`src/rtl/seq_gen_param.sv`:
```
// seq_gen_param: keypad-controlled rotating pattern generator with LED view and step-count buzzer.
module seq_gen_param #(
  parameter int              SEQ_W     = 16,
  parameter int              LED_W     = 8,
  parameter logic [SEQ_W-1:0] INIT_SEQ = SEQ_W'(16'h00B8),
  parameter int              TICK_DIV  = 100_000_000,
  parameter int              MAX_STEPS = 8
) (
  input  logic             clk,
  input  logic             rst_n,
  input  logic             key_valid,
  input  logic [4:0]       key_code,
  output logic [LED_W-1:0] led,
  output logic             buzzer,
  output logic             busy,
  output logic             dir
);
  localparam int DW = $clog2(TICK_DIV);
  localparam int SW = (MAX_STEPS > 0) ? $clog2(MAX_STEPS + 1) : 1;

  typedef enum logic [1:0] {IDLE, RUN, PAUSE, DONE} state_t;

  state_t           state_q, state_d;
  logic [SEQ_W-1:0] seq_q, seq_d, rot;
  logic [DW-1:0]    div_q, div_d;
  logic [SW-1:0]    step_q, step_d, step_inc;
  logic             dir_q, dir_d, busy_q, busy_d, buzzer_q, buzzer_d;
  logic             k_reload, k_run, k_pause, k_dir, tick, shift;

  assign k_reload = key_valid && key_code == 5'd0;
  assign k_run    = key_valid && key_code == 5'd15;
  assign k_pause  = key_valid && key_code == 5'd14;
  assign k_dir    = key_valid && key_code == 5'd13;
  assign tick     = state_q == RUN && div_q == DW'(TICK_DIV - 1);
  // A coincident PAUSE or RELOAD suppresses the tick's shift.
  assign shift    = tick && !k_reload && !k_pause;
  assign rot      = dir_q ? {seq_q[0], seq_q[SEQ_W-1:1]} : {seq_q[SEQ_W-2:0], seq_q[SEQ_W-1]};
  assign step_inc = step_q + 1'b1;

  assign seq_d  = k_reload ? INIT_SEQ : shift ? rot : seq_q;
  assign div_d  = (k_reload || state_q == IDLE) ? '0 :
                  (state_q == RUN && !k_pause) ? (tick ? '0 : div_q + 1'b1) : div_q;
  assign step_d = k_reload ? '0 : (shift && MAX_STEPS != 0) ? step_inc : step_q;
  assign dir_d  = dir_q ^ k_dir;

  always_ff @(posedge clk or negedge rst_n) begin
    if (!rst_n) begin
      state_q  <= IDLE;
      seq_q    <= INIT_SEQ;
      div_q    <= '0;
      step_q   <= '0;
      dir_q    <= 1'b0;
      busy_q   <= 1'b0;
      buzzer_q <= 1'b0;
    end else begin
      state_q  <= state_d;
      seq_q    <= seq_d;
      div_q    <= div_d;
      step_q   <= step_d;
      dir_q    <= dir_d;
      busy_q   <= busy_d;
      buzzer_q <= buzzer_d;
    end
  end

  always_comb begin
    state_d = state_q;
    if (k_reload) state_d = IDLE;
    else if ((state_q == IDLE || state_q == PAUSE) && k_run) state_d = RUN;
    else if (state_q == RUN && k_pause) state_d = PAUSE;
    else if (tick && MAX_STEPS != 0 && step_inc == SW'(MAX_STEPS)) state_d = DONE;
  end

  // Flags are registered from the next state so they switch on the same edge as the FSM.
  always_comb begin
    busy_d   = state_d == RUN;
    buzzer_d = state_d == DONE;
  end

  assign led    = seq_q[SEQ_W-1 -: LED_W];
  assign buzzer = buzzer_q;
  assign busy   = busy_q;
  assign dir    = dir_q;
endmodule

```
`config.mk`:
```
export PLATFORM = sky130hd
export DESIGN_NAME = seq_gen_param
export DESIGN_NICKNAME = d
export VERILOG_FILES = /design/src/rtl/seq_gen_param.sv
export SDC_FILE = /design/constraint.sdc
export NUM_CORES = 1
export LEC_CHECK = 0
export BUFFER_PORTS_ARGS = -buffer_cell sky130_fd_sc_hd__buf_2
export CORE_UTILIZATION = 40
export DETAILED_ROUTE_END_ITERATION = 8
export PLACE_DENSITY = 0.66
export SYNTH_ARGS = -nofsm -noshare
export SYNTH_HDL_FRONTEND = slang
export SYNTH_SLANG_ARGS = --single-unit
```
`constraint.sdc`:
```
create_clock -name clk -period 5.45 [get_ports clk]
set_input_delay 0.8175 -clock clk [delete_from_list [all_inputs] [get_ports clk]]
set_output_delay 0.8175 -clock clk [all_outputs]
set_load 0.05 [all_outputs]
```
==> flow_summary.json <==
{
  "antenna_found_initial": 0,
  "setup_tns_ns": 0,
  "postSynthAreaPerCell_um2": 9.70,
  "cts.repair.resized": 0,
  "crit_required_ns": 5.68,
  "synthArstFlopShare": 1.00,
  "fin_area_um2": 3160,
  "htreeDepth": 2,
  "synth_nets": 315,
  "hold_viol_final": 0,
  "synth_top_area_share": 0.407,
  "crit_family": "simple AND/OR/NAND/NOR gates",
  "worst_hold_path_type": "reg2reg",
  "die-area_um2": 7720,
  "fin_skew_ns": 0.0124,
  "crit_slowest_cell": "nor3b_1",
  "regArea_um2": 1310,
  "num_rows": 30,
  "grt_setup_unrepaired": "false",
  "power.leakage_uw": 0.00129,
  "drv_cap": 0,
  "core_um2": 6940,
  "path_cells": "buf_2 -> and4b_1 -> nand2_1 -> nor3b_1 -> nand2_1 -> o211ai_1",
  "critPathMostFrequentCell": "nand2_1",
  "critPathMaxFanout": 11,
  "die_y_um": 87.9,
  "io-pin-count": 19,
  "powerDensity_nw_per_um2": 267,
  "dp_hpwl_um": 4080,
  "drt-initial-drc-count": 101,
  "synth_mux_area_frac": 0.0577,
  "place_area_um2": 3050,
  "post-cts-setup-buffer-count": 0,
  "gp_congestion": 0.770,
  "synth_top_family_by_area": "simple AND/OR/NAND/NOR gates",
  "cp_num_buf_inv": 1,
  "wl_per_cell_um": 15.2,
  "cts_buffer_depth": 2,
  "synth_area_um2": 2950,
  "grtUsageTotal": 0.173,
  "area_growth_pct": 7.09,
  "n_antenna_cell": 0,
  "clkSinkCount": 52,
  "worstSetupStartpointType": "input port",
  "synth.distinct_cells": 52,
  "seq_area_frac_synth": 0.443,
  "final_common_cell": "dfrtp_1",
  "peakVddDrop_mv": 0.0959,
  "dieWidth_um": 87.9,
  "synth_compound_area_frac": 0.145,
  "synth.top_cells.by_area": "dfrtp_1 41%, mux2i_1 5.8%, xor2_1 5.6%",
  "wl_um": 6140,
  "synth-edff-count": 0,
  "fin_crit_ns": 2.64,
  "worstMarginPinSlew_ns": 1.20,
  "vias_per_cell": 5.83,
  "finalSetupViolations": 0,
  "clk_pin_slew_worst_paths_ns": 0.10,
  "cts_buffers": 5,
  "synth_xor_area_frac": 0.0594,
  "cpPeakStageDelay_ns": 0.99,
  "fmax_ghz": 0.379,
  "holdBufCountCts": 0,
  "insertion_delay_ns": 0.31,
  "yosys_most_used_dff": "dfrtp_1",
  "num_vias": 2357,
  "start_util": 0.425,
  "grt_pass1_wl_um": 10600,
  "clockRootBuffer": "clkbuf_8",
  "synth-simple-area-share": 0.226,
  "ant_nets": 0,
  "fin_nets": 318,
  "synthCells": 304,
  "firstDrtPassIters": 4,
  "period_share": 0.485,
  "grt_start_max_net_pins": 53,
  "yosysTopAreaCell": "dfrtp_1",
  "worst-setup-path-type": "in2reg",
  "ys_seq_elements": 52,
  "crit_path_end_kind": "flip-flop",
  "final_cell_mix": "48 x dfrtp_1, 26 x nand3_1, 26 x nor2_1",
  "synthAdderAreaFrac": 0.0127,
  "io_buffers": 18,
  "multiInputGateArea_um2": 1490,
  "status": "finished, final reports clean",
  "fillCellCount": 680,
  "slew_headroom": 0.201,
  "yosys_warnings": 0,
  "cp_data_arrival_time_ns": 2.87,
  "maxSlewViolCount": 0,
  "drc_errors": 0,
  "grt-ovfl-total": 0,
  "grt_pass1_vias": 2249,
  "drive_gt1_frac": 0.143,
  "tritoncts": "built"
}
-- layer usage --
metal	GRT usage	vias to the layer above	routed length, µm	part of all wire
met5	0	-	0	0
met1	0.241	1164	2990	0.49
met3	0.0368	6	272	0.044
met2	0.273	58	2830	0.46
met4	0.0432	0	51	0.0083
li1	-	1129	-	-
-- power breakdown --
| part | internal [µW] | switching (µW) |
|---|---|---|
| Combinational | 58.4 | 68.4 |
| Clock | 136 | 128 |
| Sequential | 408 | 42.4 |
| Total | 603 | 239 |
-- worst paths after layout --
kind / depth (start not counted) / slack (ns) / end / from
min in group asynchronous: 2 / 0.62 / div_q[23] / rst_n
worst min-delay path: 1 / 0.51 / div_q[23] / div_q[23]
worst max-delay path: 6 / 2.81 / div_q[22] / key_code[2]
worst max register to register: 5 / 3.10 / step_q[2] / div_q[17]
max in group asynchronous: 2 / 4.37 / step_q[1] / rst_n
worst min register to register: 1 / 0.51 / div_q[23] / div_q[23]
-- cell type report --
class | count | area share
inverter | 6 | 0.00713
timing repair buffer | 21 | 0.0357
clock buffer | 5 | 0.0218
multi-input combinational | 221 | 0.470
clock inverter | 3 | 0.0135
tap | 96 | 0.0380
sequential | 52 | 0.414
-- stage by stage --
step           total power (µW)  setup slack, ns  instances  hold WS, ns  utilization
6_report                    842             2.81        404        0.513        0.455
5_1_grt                     886             2.64        404        0.533        0.455
4_1_cts                     851             2.83        404        0.515        0.455
3_5_place_dp                586             2.51        396        0.501        0.439
3_3_place_gp                583             2.48        396        0.492        0.439
2_1_floorplan               552             3.06        304        0.469            -
-- cell families (layout without fill, tap and decap cells) --
| logic type | Yosys count | count (layout) |
|---|---|---|
| compound gates | 64 | 64 |
| mux | 17 | 17 |
| xor+xnor | 20 | 20 |
| buf+inv | 31 | 35 |
| flops | 52 | 52 |
| simple gates | 117 | 117 |
| fa+ha+maj | 3 | 3 |
-- Yosys cell counts, drive strengths merged, types with 4 or more instances --
cell type / count
o2111ai: 6
a2bb2oi: 4
o211ai: 10
o21ai: 25
nand4: 13
buf: 15
a21oi: 5
dfrtp: 48
nand2: 14
xor2: 19
nor3: 4
a31oi: 8
mux2i: 17
clkbuf: 10
and3: 5
or4: 4
inv: 6
nand3: 27
dfstp: 4
nor4: 6
nor2: 26
-- sequential cells by signal, summed over array words and instances (netlist names) --
signal	cells
busy	1
buzzer	1
seq_q	16
state_q	2
step_q	4
div_q	27
dir	1
No activity file was read; power rests on OpenSTA's default activity.
